===== src/rtl/id_pkg.sv =====
// Shared decode-stage definitions: opcodes, control enums, EXE bundle layout.
// The EXE bundle is {pc, src1, src2, imm, rd, alu_op, br_type, rf_we, mem_re, mem_we, illegal}.
package id_pkg;

  localparam logic [31:0] ID_RESET_PC = 32'h1C00_0000;
  localparam int          ID_OUT_W    = 144;

  // Bit offsets of each out_bus field (LSB position).
  localparam int OFF_ILLEGAL = 0;
  localparam int OFF_MEM_WE  = 1;
  localparam int OFF_MEM_RE  = 2;
  localparam int OFF_RF_WE   = 3;
  localparam int OFF_BR      = 4;
  localparam int OFF_ALU     = 7;
  localparam int OFF_RD      = 11;
  localparam int OFF_IMM     = 16;
  localparam int OFF_SRC2    = 48;
  localparam int OFF_SRC1    = 80;
  localparam int OFF_PC      = 112;

  localparam logic [16:0] OP17_ADD   = 17'h00020;
  localparam logic [16:0] OP17_SUB   = 17'h00022;
  localparam logic [16:0] OP17_AND   = 17'h00029;
  localparam logic [16:0] OP17_OR    = 17'h0002A;
  localparam logic [16:0] OP17_XOR   = 17'h0002B;
  localparam logic [9:0]  OP10_ADDI  = 10'h00A;
  localparam logic [9:0]  OP10_LD    = 10'h0A2;
  localparam logic [9:0]  OP10_ST    = 10'h0A6;
  localparam logic [6:0]  OP7_LU12I  = 7'h0A;
  localparam logic [5:0]  OP6_JIRL   = 6'h13;
  localparam logic [5:0]  OP6_B      = 6'h14;
  localparam logic [5:0]  OP6_BL     = 6'h15;
  localparam logic [5:0]  OP6_BEQ    = 6'h16;
  localparam logic [5:0]  OP6_BNE    = 6'h17;

  typedef enum logic [3:0] {
    ALU_ADD = 4'd0,
    ALU_SUB = 4'd1,
    ALU_AND = 4'd2,
    ALU_OR  = 4'd3,
    ALU_XOR = 4'd4,
    ALU_LUI = 4'd5
  } alu_op_e;

  typedef enum logic [2:0] {
    BR_NONE = 3'd0,
    BR_B    = 3'd1,
    BR_BL   = 3'd2,
    BR_JIRL = 3'd3,
    BR_BEQ  = 3'd4,
    BR_BNE  = 3'd5
  } br_type_e;

  typedef struct packed {
    logic signed [31:0] imm;
    logic [4:0]         rd;
    alu_op_e            alu_op;
    br_type_e           br_type;
    logic               rf_we;
    logic               mem_re;
    logic               mem_we;
    logic               illegal;
    logic [4:0]         raddr1;
    logic [4:0]         raddr2;
  } dec_t;

  function automatic logic signed [31:0] sext_si12(input logic signed [11:0] v);
    return {{20{v[11]}}, v};
  endfunction

  // Branch offsets are word offsets: sign-extend then scale to bytes.
  function automatic logic signed [31:0] sext_offs16(input logic signed [15:0] v);
    return {{14{v[15]}}, v, 2'b00};
  endfunction

  function automatic logic signed [31:0] sext_offs26(input logic signed [25:0] v);
    return {{4{v[25]}}, v, 2'b00};
  endfunction

endpackage


===== src/rtl/id_decoder.sv =====
// Purely combinational LA32R-subset decoder: instruction word to control,
// immediate and register-index fields. Unrecognised encodings come out as illegal.
module id_decoder
  import id_pkg::*;
(
  input  logic [31:0] inst,
  output dec_t        dec
);

  logic [4:0] rd;
  logic [4:0] rj;
  logic [4:0] rk;

  assign rd = inst[4:0];
  assign rj = inst[9:5];
  assign rk = inst[14:10];

  always_comb begin
    dec         = '0;
    dec.rd      = rd;
    dec.raddr1  = rj;
    dec.raddr2  = rk;
    dec.alu_op  = ALU_ADD;
    dec.br_type = BR_NONE;

    if (inst[31:15] inside {OP17_ADD, OP17_SUB, OP17_AND, OP17_OR, OP17_XOR}) begin
      dec.rf_we = 1'b1;
      case (inst[31:15])
        OP17_SUB: dec.alu_op = ALU_SUB;
        OP17_AND: dec.alu_op = ALU_AND;
        OP17_OR:  dec.alu_op = ALU_OR;
        OP17_XOR: dec.alu_op = ALU_XOR;
        default:  dec.alu_op = ALU_ADD;
      endcase
    end else if (inst[31:22] == OP10_ADDI) begin
      dec.imm   = sext_si12(inst[21:10]);
      dec.rf_we = 1'b1;
    end else if (inst[31:22] == OP10_LD) begin
      dec.imm    = sext_si12(inst[21:10]);
      dec.rf_we  = 1'b1;
      dec.mem_re = 1'b1;
    end else if (inst[31:22] == OP10_ST) begin
      // Store data comes from rd, so the second read port is steered there.
      dec.imm    = sext_si12(inst[21:10]);
      dec.mem_we = 1'b1;
      dec.raddr2 = rd;
    end else if (inst[31:25] == OP7_LU12I) begin
      // Reading r0 makes src1 zero so EXE can treat LUI as a plain pass of imm.
      dec.imm    = {inst[24:5], 12'h000};
      dec.alu_op = ALU_LUI;
      dec.rf_we  = 1'b1;
      dec.raddr1 = 5'd0;
    end else if (inst[31:26] == OP6_JIRL) begin
      dec.imm     = sext_offs16(inst[25:10]);
      dec.br_type = BR_JIRL;
      dec.rf_we   = 1'b1;
    end else if (inst[31:26] == OP6_B) begin
      dec.imm     = sext_offs26({inst[9:0], inst[25:10]});
      dec.br_type = BR_B;
    end else if (inst[31:26] == OP6_BL) begin
      dec.imm     = sext_offs26({inst[9:0], inst[25:10]});
      dec.br_type = BR_BL;
      dec.rd      = 5'd1;
      dec.rf_we   = 1'b1;
    end else if (inst[31:26] == OP6_BEQ || inst[31:26] == OP6_BNE) begin
      dec.imm     = sext_offs16(inst[25:10]);
      dec.br_type = (inst[31:26] == OP6_BEQ) ? BR_BEQ : BR_BNE;
      dec.raddr2  = rd;
    end else begin
      dec.illegal = 1'b1;
    end

    if (dec.rd == 5'd0) begin
      dec.rf_we = 1'b0;
    end
  end

endmodule


===== src/rtl/id_stage.sv =====
// Decode stage: accepts {pc,inst} from fetch, decodes, and holds one registered
// bundle for EXE with register operands read live from the held indices.
module id_stage
  import id_pkg::*;
#(
  parameter logic [31:0] RESET_PC = ID_RESET_PC,
  parameter int          OUT_W    = ID_OUT_W
) (
  input  logic             clk,
  input  logic             reset,
  input  logic             in_valid,
  output logic             in_ready,
  input  logic [63:0]      in_bus,
  input  logic             flush,
  output logic [4:0]       rf_raddr1,
  output logic [4:0]       rf_raddr2,
  input  logic [31:0]      rf_rdata1,
  input  logic [31:0]      rf_rdata2,
  output logic             out_valid,
  input  logic             out_ready,
  output logic [OUT_W-1:0] out_bus
);

  dec_t        dec_p0;
  dec_t        dec_p1;
  logic [31:0] pc_p1;
  logic        vld_p1;
  logic        in_fire;
  logic        out_fire;

  id_decoder u_decoder (
    .inst (in_bus[31:0]),
    .dec  (dec_p0)
  );

  assign in_ready = ~vld_p1 | out_ready;
  assign in_fire  = in_valid & in_ready;
  assign out_fire = vld_p1 & out_ready;

  // p0 -> p1: flush outranks a same-cycle accept so a redirected inst never reaches EXE.
  always_ff @(posedge clk or posedge reset) begin
    if (reset) begin
      vld_p1 <= 1'b0;
      pc_p1  <= RESET_PC;
      dec_p1 <= '0;
    end else if (flush) begin
      vld_p1 <= 1'b0;
    end else if (in_fire) begin
      vld_p1 <= 1'b1;
      pc_p1  <= in_bus[63:32];
      dec_p1 <= dec_p0;
    end else if (out_fire) begin
      vld_p1 <= 1'b0;
    end
  end

  // p1 -> EXE: operands stay combinational so write-backs during a stall are observed.
  assign rf_raddr1 = dec_p1.raddr1;
  assign rf_raddr2 = dec_p1.raddr2;
  assign out_valid = vld_p1;
  assign out_bus   = {pc_p1, rf_rdata1, rf_rdata2, dec_p1.imm, dec_p1.rd,
                      dec_p1.alu_op, dec_p1.br_type, dec_p1.rf_we,
                      dec_p1.mem_re, dec_p1.mem_we, dec_p1.illegal};

endmodule


===== config.mk =====
export PLATFORM = sky130hd
export DESIGN_NAME = id_stage
export DESIGN_NICKNAME = d
export VERILOG_FILES = /design/src/rtl/id_pkg.sv /design/src/rtl/id_decoder.sv /design/src/rtl/id_stage.sv
export SDC_FILE = /design/constraint.sdc
export NUM_CORES = 1
export LEC_CHECK = 0
export CAP_MARGIN = 15
export CORE_MARGIN = 4
export CORE_UTILIZATION = 30
export DETAILED_ROUTE_END_ITERATION = 10
export DONT_BUFFER_PORTS = 1
export PLACE_DENSITY = 0.56
export SYNTH_ARGS = -nofsm -noshare
export SYNTH_HDL_FRONTEND = slang
export SYNTH_HIERARCHICAL = 1
export SYNTH_SLANG_ARGS = --single-unit

===== constraint.sdc =====
create_clock -name clk -period 3.1 [get_ports clk]
set_clock_uncertainty 0.05 [all_clocks]
set_input_delay 0.62 -clock clk [delete_from_list [all_inputs] [get_ports clk]]
set_output_delay 0.62 -clock clk [all_outputs]
set_load 0.05 [all_outputs]

* Word-level counts from Yosys, hierarchy flattened
Cells that the tools add are included.
Widths: inputs -> output; s select.
** Cells by class
- Equality and inequality tests :: 14
- Muxes and demuxes :: 54
- Bitwise logic cells :: 5
- Reduce and logical (&&, ||, !) cells :: 5
** Operator list (count)
- $mux 32 :: 8
- $eq 17x6->1 const B :: 5
- $mux 5 :: 11
- $mux 13 :: 3
- $mux 37 :: 1
- $mux 12 :: 3
- $eq 6x5->1 const B :: 5
- $eq 10x8->1 const B :: 2
- $mux 1 :: 18
- $mux 3 :: 6
- $pmux 3 s4 :: 1
- $eq 10x4->1 const B :: 1
- $mux 4 :: 2
- $eq 7x4->1 const B :: 1
- $mux 6 :: 1
- $logic_not 5->1 :: 1
- $reduce_bool 5->1 :: 1
- $reduce_bool 3->1 :: 1
- $and 1x1->1 :: 2
- $not 1->1 :: 2
- $reduce_and 2->1 :: 1
- $logic_or 1x1->1 :: 1
- $or 1x1->1 :: 1
** Word-level totals
- Flip-flop bits (word level) :: 91
- Input bits :: 133
- Output and inout bits :: 156
- Word-level logic and storage cells :: 90

* Longest topological paths before layout
Gate-level depths: netlist (run 1).
- Depth in word-level cells :: 13
- Depth in mapped cells :: 8
- Gate-level depth less buffers :: 5

* By module
Netlist (run 1), hierarchy kept.
** Modules (own cells, without submodules)
- id_stage :: times used 1, cells each 261, area an instance 4360.4 um^2, seq. area each 2280.9 um^2
- id_decoder :: times used 1, cells each 155, area an instance 1096.1 um^2, seq. area each 0.0 um^2

* Worst setup path before layout (run 1)
OpenSTA, ideal clock, no wires.
- Path kind :: input to register
- From :: input port in_bus[26]
- To :: register dec_p1 (netlist bit out_bus[27])
- Library setup time :: 0.125 ns
- Arrival time :: 2.224 ns
- Required time :: 2.925 ns
- Setup slack :: 0.700 ns
- Stages :: 6
- Buffers on the path :: 1
- Path through :: buf_2 or3_4 or3_4 o32ai_4 nor2_1 mux2_4
** RTL lines
- from (decl) :: RTL line id_stage.sv:13 : input logic [63:0] in_bus,
- to (signal assigned) :: RTL line id_stage.sv:51 : dec_p1 <= dec_p0;
- to (decl) :: RTL line id_stage.sv:25 : dec_t dec_p1;

==> metrics.cfg, run 1 <==
[global_route]
grt_usage_pct = 13.5
grt_max_degree = 91
antenna_found_initial = 0
first_global_vias = 3031
grt_pass1_wl_um = 20600
grt_overflow = 0

[finish]
layout_commonest_cell = mux2_4
final_area_mm2 = 0.00531
area_delta_synth_final_pct = -2.61
layout_common_cells = mux2_4 (90), dfrtp_1 (88), nor2_1 (24), nand2_1 (17), and2_1 (13)
drive_gt1_share_pct = 40.7
nets = 479
fin_cells = 580
diodes = 0

[drt]
drt_iter0_markers = 158
ant_nets = 0
first_pass_iters = 4
wl_per_cell_um = 24.6
routed_wl_um = 14300
vias = 2890
route.detailed.drc = 0
vias_per_cell = 4.98

[synthesis]
synth_nets = 549
synth.avg_cell_area_um2 = 13.1
yosys_warnings = 6
ys_top_cells_by_area = dfrtp_1 (40%), mux2_4 (25%), buf_4 (9.1%), buf_12 (3.7%), a211oi_2 (1.8%)
ys_ff_latch = 91
synthArstFlopShare_pct = 100
syn-cell-area_mm2 = 0.00546
syn_inst = 416
netlist.area_leader.share_pct = 40.4
ys_types = 51
synth_top_area_cell = dfrtp_1
synth_edf_count = 0
yosysSeqAreaShare_pct = 41.8
synthFlopType = dfrtp_1

[clock_network]
clockBufferDepth = 2
post_cts_buffers = 0
cts_inserted_buffers = 9
cts.repair.resized = 0
cts.htree.levels = 3
clock-root-buffer = clkbuf_16
clock_latency_ns = 0.34
ctsHoldBuffers = 0
cts_sinks = 91
path_clk_slew_ns = 0.07
cts_tree = done

[worst_hold_path]
hp-class = in -> async

[run]
maxCapViolations = 0

[placed_design]
postPlaceCellArea_mm2 = 0.00504
port_buffers = 0
dp_hpwl_um = 10600
dp_slack_ns = 0.409
dp_cells = 564
gp_congestion = 0.883

[die]
io_pins = 289
start_util_pct = 30.5
core_mm2 = 0.0179
die_h_um = 143
die_w_um = 143
num_rows = 49
die_area_mm2 = 0.0204

[critical_path]
required_ns = 3.28
r2r-start = out_valid$_DFFE_PP0P_
critPathKind = in -> reg
start_kind = input port
reg2regPathDepth = 4
crit_path_end = out_bus[32]$_DFFE_PP0P_
cp-startpoint = in_bus[22]
worstPathArrival_ns = 2.50
rrSetupSlack_ns = 0.91
crit-reg2reg-capture = pc_p1[2]$_DFFE_PP0P_
crit_fanout = 13
crit_path_end_kind = flop

[sta]
rsz0062_at_grt = no
fmax_mhz = 431
final_max_slew_viol_count = 0
hold_violations = 0
maxSlewHeadroom_pct = 45.9
finalCritPeriodShare_pct = 74.8
finalWorstSetupSlack_ns = 0.782
min_period_ns = 2.32
worstMarginPinSlew_ns = 0.806
finalSetupViolCount = 0
finalSetupTns_ns = 0

[run_status]
status = complete, no violations

[pwr]
finalPower_uw = 3310
ir_drop_v = 0.000478
p_leak_uw = 0.00235
powerDensity_mw_per_mm2 = 623

## critical path: stages
cell	delay [ns]
or3_4	0.42
nand4b_2	0.33
o2bb2ai_2	0.71
nor2_1	0.13
mux2_4	0.28
## stage by stage
step	hold slack, ns	util [%]
detailed placement	0.641	28.1
global route	0.259	29.7
finish	0.230	29.7
global placement	0.626	28.1
CTS	0.261	29.7
floorplan	0.636	-
## how the worst min path moves through the flow
stage	slack (ns)	end
after floorplan	0.64	out_valid$_DFFE_PP0P_
after global placement	0.63	out_valid$_DFFE_PP0P_
after detailed placement	0.64	pc_p1[17]$_DFFE_PP0P_
after CTS	0.26	pc_p1[20]$_DFFE_PP0P_
after global routing	0.26	out_valid$_DFFE_PP0P_
final	0.23	out_bus[14]$_DFFE_PP0P_
## sequential cells by signal, indices dropped and copies added, names as in the netlist
register   flops
pc_p1         32
out_bus       48
out_valid      1
rf_raddr2      5
rf_raddr1      5
## area by class of cell
class | instances | area (µm²)
clock buffers | 9 | 225
clock inverters | 7 | 50.0
fillers | 1798 | 12600
inverters | 5 | 21.3
multi-input cells | 233 | 2390
flip-flops and latches | 91 | 2280
well taps | 229 | 287
repair buffers | 6 | 57.6
## cell usage after synthesis (all sizes together), types with 5 or more instances
| cell | n |
|---|---|
| and2 | 13 |
| nand2 | 17 |
| a221oi | 6 |
| nor2 | 24 |
| buf | 83 |
| dfrtp | 88 |
| inv | 5 |
| o21ai | 7 |
| a211oi | 11 |
| mux2 | 96 |
| a21oi | 7 |
| a22o | 9 |
## metal layers
metal / part of all wire (%) / vias to the layer above / global-route usage [%]
li1: - / 1253 / -
met1: 37 / 1438 / 15.6
met2: 47 / 141 / 20.9
met3: 11 / 58 / 5.76
met4: 4.4 / 0 / 7.50
met5: 0 / - / 0
## logic make-up (layout without fill, tap and decap cells)
family	Yosys count	count (layout)	synth area share (%)
DFF	91	91	41.8
muxes	96	96	26.0
buffers and inverters	92	27	14.4
other	1	1	0.0687
xor gates and xnor gates	3	3	0.482
and+or+nand+nor	89	89	9.88
AOI/OAI and AO/OA	44	44	7.41
## power by group
group          internal [µW]  switching [µW]  total, µW
sequential              1310             586       1900
clock                    550             501       1050
combinational            229             130        358
(Power assumes the default switching activity.)
==> run 2: changes to the inputs <==
Clock period 3.1 ns to 1.9 ns, I/O delays scaled along.
==> run 2 against run 1 <==
Non-clock buffer count rose by 26. Die area unchanged. Sequential power increased by 64%. Critical endpoint unchanged. Highest routed layer is now met5.
==> metrics.cfg, run 2 (same netlist as run 1, synthesis figures left out) <==
[clock_network]
cts.repair.resized = 0
cts_sinks = 91
cts.htree.levels = 3
clock-root-buffer = clkbuf_16
cts_inserted_buffers = 9
cts_tree = done
clockBufferDepth = 2
path_clk_slew_ns = 0.07
clock_latency_ns = 0.35

[global_route]
first_global_vias = 3267
antenna_found_initial = 1
grt_overflow = 0
grt_usage_pct = 14.5
grt_max_degree = 40
grt_pass1_wl_um = 21800

[finish]
final_area_mm2 = 0.00568
largest_register_ffs = 48
area_delta_synth_final_pct = 4.13
layout_commonest_cell = mux2_4
layout_common_cells = mux2_4 (90), dfrtp_1 (88), nor2_1 (24), buf_4 (23), nand2_1 (17)
drive_gt1_share_pct = 45.9
nets = 505
fin_cells = 606
diodes = 0

[run_status]
status = complete, no violations

[sta]
fmax_mhz = 554
finalCritPeriodShare_pct = 95.0
hold_violations = 0
rsz0062_at_grt = no
finalHoldWorstSlack_ns = 0.0317
worstMarginPinSlew_ns = 0.653
maxSlewHeadroom_pct = 56.5
finalSetupViolCount = 0
min_period_ns = 1.80
final_max_slew_viol_count = 0

[critical_path]
critPathKind = in -> reg
start_kind = input port
cpMaxStageDelayCell = o2bb2ai_4
worstPathCellList = or3_4, nand4b_2, o2bb2ai_4, nor2_1, mux2_4
crit_buf_inv = 0
crit_family = simple AND/OR/NAND/NOR gates
cp-startpoint = in_bus[22]
crit_fanout = 13
slowest_delay_ns = 0.50
crit_path_end_kind = flop
worstPathArrival_ns = 1.99
required_ns = 2.09
r2r-start = out_valid$_DFFE_PP0P_

[pwr]
p_comb_share_pct = 11.1
finalPower_uw = 5670
clkPwrFrac_pct = 34.1
p_sw_uw = 2030
netSwitchingFraction_pct = 35.9
powerDensity_mw_per_mm2 = 998
seq_power_share_pct = 54.8
p_leak_uw = 0.00252
internal-power_uw = 3640
ir_drop_v = 0.000586

[die]
io_pins = 289
die_h_um = 143
die_area_mm2 = 0.0204
num_rows = 49
core_mm2 = 0.0179
start_util_pct = 30.5
die_w_um = 143

[worst_hold_path]
min_from = flush
hp-class = in -> reg

[drt]
drt_iter0_markers = 143
vias_per_cell = 4.99
wl_per_cell_um = 24.9
ant_nets = 0
route.detailed.drc = 0
first_pass_iters = 4
routed_wl_um = 15100
vias = 3021

[placed_design]
port_buffers = 0
dp_cells = 589
postPlaceCellArea_mm2 = 0.00536
dp_hpwl_um = 11600
gp_congestion = 0.881

[run]
maxCapViolations = 0

run 2: cell count changes in the layout (fill, tap and decap cells not counted), sizes merged:
cell / change
buf: +25
bufinv: +1
clkbuf: +1
clkinv: -4
clkinvlp: +2
dlygate4sd3: +1
run 2: final cells by class:
cell class,count,area (µm²)
fillers,1792,12200
multi-input cells,233,2430
clock inverters,6,77.6
flip-flops and latches,91,2280
well taps,229,287
clock buffers,10,239
inverters,5,22.5
repair buffers,32,343
run 2: metrics by stage:
| stage | setup slack (ns) | utilization [%] | TNS, ns |
|---|---|---|---|
| final | 0.0955 | 31.7 | 0 |
| after global routing | 0.0261 | 31.7 | 0 |
| after CTS | 0.123 | 31.7 | 0 |
| after detailed placement | -0.269 | 29.9 | -6.69 |
| after global placement | -0.267 | 29.9 | -6.38 |
| after floorplan | -0.204 | - | -3.77 |
run 2: worst paths after layout:
kind,end,slack [ns],depth (start not counted)
worst max-delay path,out_bus[32]$_DFFE_PP0P_,0.1,5
worst min-delay path,out_valid$_DFFE_PP0P_,0.03,1
worst max register to register,out_bus[21]$_DFFE_PP0P_,0.18,5
worst min register to register,out_valid$_DFFE_PP0P_,0.65,3
max in group asynchronous,out_bus[25]$_DFFE_PP0P_,0.97,3
min in group asynchronous,out_bus[14]$_DFFE_PP0P_,0.54,3
run 2: what timing repair did:
item	CTS	global route
endpoints found under the hold margin	88	0
buffers inserted	0	0
hold buffers	1	0
run 2: power by group through the flow:
stage	Clock [µW]	Combinational (µW)	Sequential [µW]
global route	2100	679	3140
finish	1930	632	3110
floorplan	0	945	3070
detailed placement	0	636	3150
CTS	2010	642	3120
global placement	0	621	3150
run 2: routing by layer:
layer,wire length [µm],part of all wire [%],GRT usage (%)
met2,7170,48,22.5
met4,555,3.7,8.15
met1,5760,38,16.7
met5,13,0.086,0
met3,1580,10,6.63
==> RTL edit, RTL diff (settings of run 1) <==
Make the reset (`reset`) synchronous in one clocked block.
--- a/src/rtl/id_stage.sv
+++ b/src/rtl/id_stage.sv
@@ -39,5 +39,5 @@
 
   // p0 -> p1: flush outranks a same-cycle accept so a redirected inst never reaches EXE.
-  always_ff @(posedge clk or posedge reset) begin
+  always_ff @(posedge clk) begin
     if (reset) begin
       vld_p1 <= 1'b0;
Check against the original RTL: not settled (the Yosys comparison gave no result); the edit may change what the design does.
==> RTL edit against run 1 <==
- routed wire length is 1.7% higher
- final area increased by 4.4%
- setup slack improved by 0.043 ns
- critical path type unchanged
- final cell count rose by 31%
- total power fell by 16%
- count of clock-buffer cells in the layout is 3 higher
- hold slack improved by 0.070 ns
- sequential cell count unchanged
- critical path depth is 1 higher
- largest power group unchanged
- area after synthesis rose by 5.1%
==> RTL edit: results (changes against run 1) <==
run_status:
  status: "complete, no violations"
placement:
  post-place-ws_ns: 0.5003  # +0.09149 ns
  portBuffers: 0  # unchanged
  place_congestion: 0.9042  # +2.4%
  placed_area_um2: 5226  # +3.7%
  dp_hpwl_mm: 10.73  # +1.0%
final_layout:
  multiInputCombCellCount: 413  # +77%
  buffer_area_share_pct: 0.7670  # -0.32 points
  fillers: 1944  # +8.1%
  clock_area_share_pct: 5.775  # +0.59 points
  multi_input_area_um2: 3054  # +28%
  clock_buffers: 12  # +3
  n_all_buffers: 4  # -2
  nNetsFinal: 656  # +37%
  nNonClkInverters: 4  # -1
  drive_above_1_share_pct: 8.523  # -32 points
  seq_area_share_pct: 32.84  # -10 points
  finalInstanceArea_um2: 5547  # +4.4%
  final_cells: 762  # +31%
power_and_ir_drop:
  peakVddDrop_mv: 0.2115  # -56%
  p_comb_share_pct: 7.6  # -3.2 points
  p_clk_mw: 1.20  # +14%
  p_leak_nw: 1.905  # -19%
  switching_share_pct: 26.09  # -11 points
  clkPwrFrac_pct: 43.1  # +11 points
route:
  drt_iter0_markers: 245  # +55%
  viasPerCell: 4.953  # -0.60%
  wl_per_cell_um: 19.05  # -23%
  routed-wl-met2_mm: 6.518  # -2.9%
  wl_met3_mm: 1.229  # -22%
  drt-met1-wl_mm: 6.236  # +17%
synth:
  yosys-top-cells-area: "dfxtp_1, nand2b_1, mux2i_1, buf_4, buf_12"
  netlist_top_cells_count: "nand2b_1, dfxtp_1, mux2i_1"
  synthesis.nets: 748  # +36%
  yosys_warnings: 6  # unchanged
  synth_ff_type: "dfxtp_1"
  ys_types: 50  # -2.0%
  syn_area_per_cell_um2: 9.324  # -29%
  async_flop_share_pct: 0  # -100 points
  ys_seq_area_share_pct: 31.77  # -10 points
  synth-edff-count: 0  # unchanged
clock_network:
  post_cts_buffers: 0  # unchanged
  clkSinkCount: 91  # unchanged
  htree_num_levels: 3  # unchanged
  clkLatencyLatePin_ns: 0.34  # about the same
grt:
  use_met2_pct: 20.49  # -0.45 points
  grt_pass1_vias: 3832  # +26%
  grt.total_usage_pct: 13.39  # -0.076 points
  use_met1_pct: 17.05  # +1.4 points
  met3_usage_pct: 4.283  # -1.5 points
  grt_pass1_wl_mm: 22.85  # +11%
  grt_max_degree: 182  # +100%
worst_setup_path:
  worstPathArrival_ns: 2.45  # -0.05 ns
  end_kind: "flop"
  path_max_fanout: 17  # +4
min_path:
  min_path_type: "primary input to flop"
timing:
  worstMarginPinSlew_ns: 0.8396  # +0.03339 ns
floorplanning:
  num_tap_cells: 234  # +2.2%
RTL edit: cell count changes after synthesis, sizes merged, moves of 17 or more:
cell	run 1	this run
clkbuf	4	21
dfrtp	88	0
dfxtp	0	91
mux2	96	6
mux2i	0	90
nand2b	2	176
RTL edit: final timing paths:
path	start	end	slack, ns	cells after the start
setup / recovery	in_bus[27]	out_bus[43]	0.83	6
hold / removal	flush	out_valid	0.30	1
setup reg to reg	out_valid	pc_p1[13]	1.07	4
hold reg to reg	out_bus[21]	out_bus[21]	0.68	2
RTL edit: cell families after synthesis:
logic type	Yosys count	share of synthesized area [%]
xor+xnor	3	0.4583
simple gates	269	28.80
other cells	1	0.06540
flops	91	31.77
compound gates	44	7.048
buf+inv	111	14.97
mux	96	16.89
RTL edit: worst max-delay path, stage by stage:
cell and delay, ns:
nor4b_1 0.66, nand3_1 0.58, o21ai_0 0.34, a21oi_1 0.10, nand2b_1 0.08, mux2i_1 0.06
